File: src/rtl/systolic_output_writer.sv
// Collects skewed column results from the systolic array, rebuilds full result rows,
// and commits each row to RAM, gating the matmul FSM through the rdy/done handshake.
module systolic_output_writer #(
  parameter int          ROWS           = 4,
  parameter int          COLS           = 4,
  parameter int          WORD_SIZE      = 16,
  parameter logic [31:0] OUT_BASE_ADDR  = 32'h0000_0200,
  parameter int          ADDR_INCR      = 4,
  parameter int          MEM_PORT_WIDTH = 64
) (
  input  logic                      clk,
  input  logic                      rst,
  input  logic                      start_fsm,
  input  logic                      fsm_done,
  input  logic                      stall,
  input  logic [COLS*WORD_SIZE-1:0] matmul_output,
  input  logic [COLS-1:0]           output_col_valid,
  output logic                      wr_output_rdy,
  output logic                      wr_output_done,
  output logic [31:0]               mem_addr,
  output logic                      mem_wr_en,
  output logic [MEM_PORT_WIDTH-1:0] mem_wr_data,
  input  logic                      mem_gnt,
  output logic                      ovf_err,
  output logic [1:0]                fsm_state
);

  localparam int CNT_W = $clog2(ROWS + 1);
  localparam int IDX_W = (ROWS > 1) ? $clog2(ROWS) : 1;
  localparam logic [CNT_W-1:0] ROWS_C = CNT_W'(ROWS);

  typedef enum logic [1:0] {
    S_IDLE    = 2'd0,
    S_COLLECT = 2'd1,
    S_DONE    = 2'd2
  } state_t;

  state_t             state_q;
  state_t             state_d;
  logic [CNT_W-1:0]   cap_cnt [COLS];
  logic [CNT_W-1:0]   wr_row;
  logic [CNT_W-1:0]   wr_row_nxt;
  logic [WORD_SIZE-1:0] row_buf [ROWS][COLS];
  logic               wr_pending;
  logic               wr_fire;
  logic [IDX_W-1:0]   rd_idx;
  logic [31:0]        row_offset;

  assign fsm_state = state_q;

  // Valid/ready: a row write is offered on mem_wr_en with address and data held
  // stable; the transfer happens on each rising edge where mem_wr_en and mem_gnt are both 1.
  assign wr_pending = (state_q == S_COLLECT) && (wr_row < cap_cnt[COLS-1]);
  assign wr_fire    = wr_pending && mem_gnt;
  assign wr_row_nxt = wr_fire ? wr_row + CNT_W'(1) : wr_row;
  assign rd_idx     = wr_row[IDX_W-1:0];
  assign row_offset = 32'(wr_row) * 32'(ADDR_INCR);

  always_comb begin
    state_d        = state_q;
    wr_output_rdy  = 1'b0;
    wr_output_done = 1'b0;
    case (state_q)
      S_IDLE: begin
        wr_output_rdy = 1'b1;
        if (start_fsm) state_d = S_COLLECT;
      end
      S_COLLECT: begin
        // Look ahead at the post-grant row pointer so done follows the last grant directly.
        if (wr_row_nxt == ROWS_C && fsm_done) state_d = S_DONE;
      end
      S_DONE: begin
        wr_output_done = 1'b1;
        state_d        = S_IDLE;
      end
      default: state_d = S_IDLE;
    endcase
  end

  always_comb begin
    mem_wr_en   = wr_pending;
    mem_addr    = '0;
    mem_wr_data = '0;
    if (wr_pending) begin
      mem_addr = OUT_BASE_ADDR + row_offset;
      for (int c = 0; c < COLS; c++) begin
        mem_wr_data[c*WORD_SIZE +: WORD_SIZE] = row_buf[rd_idx][c];
      end
    end
  end

  always_ff @(posedge clk) begin
    if (!rst) begin
      state_q <= S_IDLE;
      wr_row  <= '0;
      ovf_err <= 1'b0;
      for (int c = 0; c < COLS; c++) cap_cnt[c] <= '0;
    end else begin
      state_q <= state_d;
      case (state_q)
        S_IDLE: begin
          if (start_fsm) begin
            wr_row <= '0;
            for (int c = 0; c < COLS; c++) cap_cnt[c] <= '0;
          end
        end
        S_COLLECT: begin
          wr_row <= wr_row_nxt;
          if (!stall) begin
            for (int c = 0; c < COLS; c++) begin
              if (output_col_valid[c]) begin
                if (cap_cnt[c] < ROWS_C) cap_cnt[c] <= cap_cnt[c] + CNT_W'(1);
                else                     ovf_err    <= 1'b1;
              end
            end
          end
        end
        default: ;
      endcase
    end
  end

  // Result storage needs no reset: rows are only read after being captured in this pass.
  always_ff @(posedge clk) begin
    if (state_q == S_COLLECT && !stall) begin
      for (int c = 0; c < COLS; c++) begin
        if (output_col_valid[c] && cap_cnt[c] < ROWS_C) begin
          row_buf[cap_cnt[c][IDX_W-1:0]][c] <= matmul_output[c*WORD_SIZE +: WORD_SIZE];
        end
      end
    end
  end

endmodule

File: config.mk
export PLATFORM = sky130hd
export DESIGN_NAME = systolic_output_writer
export DESIGN_NICKNAME = d
export VERILOG_FILES = /design/src/rtl/systolic_output_writer.sv
export SDC_FILE = /design/constraint.sdc
export NUM_CORES = 1
export LEC_CHECK = 0
export CORE_ASPECT_RATIO = 0.75
export CORE_UTILIZATION = 35
export CTS_BUF_LIST = sky130_fd_sc_hd__clkbuf_16
export CTS_CLUSTER_SIZE = 25
export DETAILED_ROUTE_END_ITERATION = 8
export SLEW_MARGIN = 20
export SYNTH_ARGS = -nofsm -noshare
export SYNTH_HDL_FRONTEND = slang
export SYNTH_SLANG_ARGS = --single-unit
File: constraint.sdc
create_clock -name clk -period 7.3 [get_ports clk]
set_input_delay 2.19 -clock clk [delete_from_list [all_inputs] [get_ports clk]]
set_output_delay 2.19 -clock clk [all_outputs]
set_load 0.01 [all_outputs]
# After elaboration in Yosys (flattened, before gate mapping)
# Memories as Yosys holds them, arrays and structs flattened. A register that Yosys moved wholly into a read port is not among the register bits.
# Index checks and enable logic that the tools add are counted.
[word_totals]
ff_bits = 6
latchBits = 0
mem_bits_rw = 268
mem_bits_ro = 0
in_bits = 74
word_cells = 113
mem_count = 2
[classes]
addsub = 6
multipliers = 0
n_div = 0
n_lt_le_gt_ge = 5
n_eq_ne = 5
shift = 0
mux = 69
bitwise_logic = 9
reduce_logical = 14
[mem_list]
columns = ["memory", "depth", "width", "read_ports", "rd_clocked_by_memory_dff", "write_ports", "line", "text"]
rows = [
  ["row_buf", 4, 64, 1, 1, 4, "43", "logic [WORD_SIZE-1:0] row_buf [ROWS][COLS];"],
  ["cap_cnt", 4, 3, 4, 0, 4, "40", "logic [CNT_W-1:0] cap_cnt [COLS];"],
]
[op_table]
columns = ["op", "n"]
rows = [
  ["$mux 64", 1],
  ["$mux 1", 51],
  ["$mux 3", 10],
  ["$add 3x1->3 const B", 5],
  ["$lt 3x3->1 const B", 4],
  ["$add 10x5->11 const A", 1],
  ["$mux 11", 1],
  ["$logic_and 1x1->1", 8],
  ["$mux 2", 4],
  ["$or 1x1->1", 8],
  ["$pmux 3 s2", 1],
  ["$reduce_and 2->1", 3],
  ["$pmux 2 s2", 1],
  ["$eq 3x3->1 const B", 1],
  ["$lt 3x3->1", 1],
  ["$eq 2x1->1 const B", 1],
  ["$eq 2x2->1 const B", 1],
  ["$logic_not 2->1", 1],
  ["$ne 2x1->1 const B", 1],
  ["$ne 2x2->1 const B", 1],
  ["$reduce_bool 2->1", 1],
  ["$logic_not 1->1", 1],
  ["$not 1->1", 1],
]

# Longest topological paths before layout
# Gate-level depths: netlist of the first run.
# An unclocked memory read counts as a cell.
[depth]
word_depth = 10
depth_mapped = 8
depth_no_buf = 7

# Least setup slack after synthesis of the first run
# No wires, ideal clock.
[synth_path]
path_kind = "input port to flip-flop"
from = "in stall"
to = "mem row_buf[0][16] (netlist name), enable pin"
setup_ns = 0.374
arrival_time_ns = 3.473
required_time_ns = 6.926
path_slack_ns = 3.453
cell_stages = 4
path_cell_list = "or3b_1 > buf_2 > nor3b_4 > and2_1"
[synth_rtl]
columns = ["item", "line", "text"]
rows = [
  ["start: declaration", "15", "input logic stall,"],
  ["end: declaration", "43", ""],
]

==> flow_summary_export.csv, run 1 <==
group,metric,value,unit
placement,place_area,0.0129,mm^2
global_route,antenna_found_initial,1,
pwr,share_clk_of_total_power,0.413,
critical_path,crit_fanout,70,
die,die_area,0.0326,mm^2
timing,grt_setup_unrepaired,"no",
logic_synthesis,synth_ff_type,"edfxtp_1",
pwr,ir_drop,0.147,mV
run_status,outcome,"complete, no violations",
clock_network,worstSkewPairLatency,0.54,ns
pwr,cellPowerDensity,244,mW/mm^2
final_layout,final_nets,818,
timing,clock.fmax,160,MHz
logic_synthesis,synth_area,0.0112,mm^2
pwr,p_int,2700,uW
die,initial_core_util,0.356,
logic_synthesis,synth_cells,571,
final_layout,layout-drive-gt1-share,0.154,
clock_network,clk_path_buf_depth,3,
pwr,p_switching,686,uW
clock_network,cts_resized,0,
final_layout,final_common_cell,"edfxtp_1",
timing,fin_setup_tns,0,ns
die,die_w,208,um
pwr,leakage,0.00449,uW
placement,port_buffers,147,
global_route,overflow,0,
hold_path,hold_path.class,"reg -> reg",
routing,viasPerCell,4.77,
clock_network,cts_hold_buf,0,
critical_path,critical_path_arrival,4.06,ns
placement,place.gp.congestion,0.750,
clock_network,cts_made_buffers,29,
final_layout,num_antenna_cells,0,
pwr,seqPwrFrac,0.522,
timing,relSlewSlack,0.302,
die,fp-row-count,56,
logic_synthesis,synth_top_cell_by_area,"edfxtp_1",
die,ioPinCount,176,
final_layout,layout-area-overhead-vs-synth,24.2,%
routing,num_vias,5490,
routing,wire_per_inst,19.2,um
pwr,pwr-share-comb,0.066,
routing,wirelength,22200,um
final_layout,final_cell_mix,"edfxtp_1 (265), clkdlybuf4s50_1 (147), and2_1 (80), mux4_2 (64), clkbuf_16 (29)",
critical_path,worstSetupPathType,"reg -> out",
critical_path,worst_setup_path_end_kind,"primary output",
logic_synthesis,synth_area_leaders,"edfxtp_1 (71%), mux4_2 (13%), and2_1 (4.5%), ha_1 (2.1%), dfxtp_1 (2.0%)",
global_route,grt_start_max_net_pins,71,
die,core_region_area,0.0313,mm^2
timing,period_minus_slack,6.25,ns
timing,slew_violations,0,
placement,hpwl,14200,um
timing,worst_pin_slew,1.05,ns
logic_synthesis,synth_cell_types,42,
clock_network,postCtsSetupBuffers,0,
clock_network,cts.sinks,276,
timing,finalSetupViolCount,0,
routing,first_pass_iters,4,
logic_synthesis,ys_seq_elements,276,
pwr,swShare,0.203,
logic_synthesis,synth_edf_count,265,
timing,holdWs,0.510,ns
logic_synthesis,yosysSeqAreaShare,0.732,
critical_path,crit_required,5.11,ns
logic_synthesis,yosysTopAreaCellShare,0.713,
logic_synthesis,async_flop_share,0,
routing,ant_nets,0,
job,max_cap_violations,0,
hold_path,worst_hold_startpoint,"ovf_err",
clock_network,tritoncts,"yes",
clock_network,root_buffer,"clkbuf_16",
critical_path,start_kind,"flip-flop",
clock_network,clkSlewWorstSetupHoldPaths,0.06,ns
global_route,grt.total_usage,0.136,
routing,drt-initial-drc-count,308,
logic_synthesis,yosysWarningCount,0,
die,fp.dieH,157,um
timing,fin_skew,0.0186,ns
critical_path,reg2reg_from,"cap_cnt[3][1]",
timing,finalHoldViolations,0,
critical_path,startpoint,"cap_cnt[3][1]",
routing,drc_errors,0,
global_route,first_global_vias,5824,
timing,period_share,0.856,
global_route,grt_pass1_wl,33600,um
clock_network,htreeDepth,1,
final_layout,fin_area,0.0139,mm^2
logic_synthesis,syn_avg_cell_area,19.6,um^2
## power by group through the flow
stage	clock, uW	sequential, uW	combinational [uW]
2_1_floorplan	0	1790	116
3_3_place_gp	0	1800	219
3_5_place_dp	0	1800	227
4_1_cts	1440	1770	228
5_1_grt	1500	1770	243
6_report	1400	1770	223
## sequential cells by signal, indices dropped and copies added, names as in the netlist, named ones only
name       flops
ovf_err        1
fsm_state      2
row_buf      256
wr_row         3
cap_cnt       12
## critical path: stages, from the launching register on
cell and delay (ns):
edfxtp_1 0.38, inv_1 0.10, ha_1 0.28, nand2_1 0.05, o211ai_1 0.73, clkinv_2 0.94, and2_1 0.46, clkdlybuf4s50_1 0.50
## metrics by stage
stage | std cells | utilization | worst slack, ns | total power [uW]
floorplan | 598 | - | 3.45 | 1910
global placement | 1100 | 0.413 | 2.12 | 2020
detailed placement | 1100 | 0.413 | 1.98 | 2030
CTS | 1152 | 0.443 | 1.39 | 3430
global route | 1152 | 0.443 | 0.663 | 3510
finish | 1152 | 0.443 | 1.05 | 3390
## synth_stat cells, types with 2 or more instances
library cell and number:
o21a_1 2, edfxtp_1 265, or2_1 3, dfxtp_1 11
o211ai_1 4, a21boi_0 2, or3_1 2, and3_1 9
nand2_1 5, buf_2 10, nor2b_1 2, buf_4 29
a22oi_1 2, and2_1 80, clkbuf_1 14, nor3b_2 3
ha_1 19, mux4_2 64, inv_1 13, a21oi_1 4
nor2_1 7
## worst paths after layout
| check | endpoint | slack, ns | cells past startpoint |
|---|---|---|---|
| hold reg to reg | ovf_err | 0.51 | 1 |
| setup reg to reg | fsm_state[0] | 4.05 | 7 |
| setup / recovery | mem_wr_data[34] | 1.05 | 7 |
| hold / removal | ovf_err | 0.51 | 1 |
## cell type report
| class | count | area (um^2) |
|---|---|---|
| clock buffers | 29 | 726 |
| clock inverters | 23 | 188 |
| fillers | 2691 | 17500 |
| inverters | 14 | 53.8 |
| multi-input cells | 255 | 2720 |
| flip-flops and latches | 276 | 8190 |
| well taps | 406 | 508 |
| repair buffers | 149 | 1490 |
## logic make-up after synthesis
group	synth area share
adder cells (fa/ha/maj)	0.0213
XOR/XNOR	0.000785
other	0.000336
buffers and inverters	0.0334
AND/OR/NAND/NOR	0.0684
AO/OA/AOI/OAI	0.0133
flip-flops	0.732
multiplexers	0.130
## per-layer routing
metal	wire, um	GRT usage	part of all wire
met1	9820	0.181	0.44
met2	10800	0.229	0.49
met3	1180	0.0311	0.053
met4	342	0.0272	0.015
met5	11	0	0.00050
(Power assumes the default switching activity.)
==> run 2: changes to the inputs <==
CAP_MARGIN = 10   (was default)
==> results of run 2 <==
The final DEF is identical to that of run 1; final timing and power are the same.
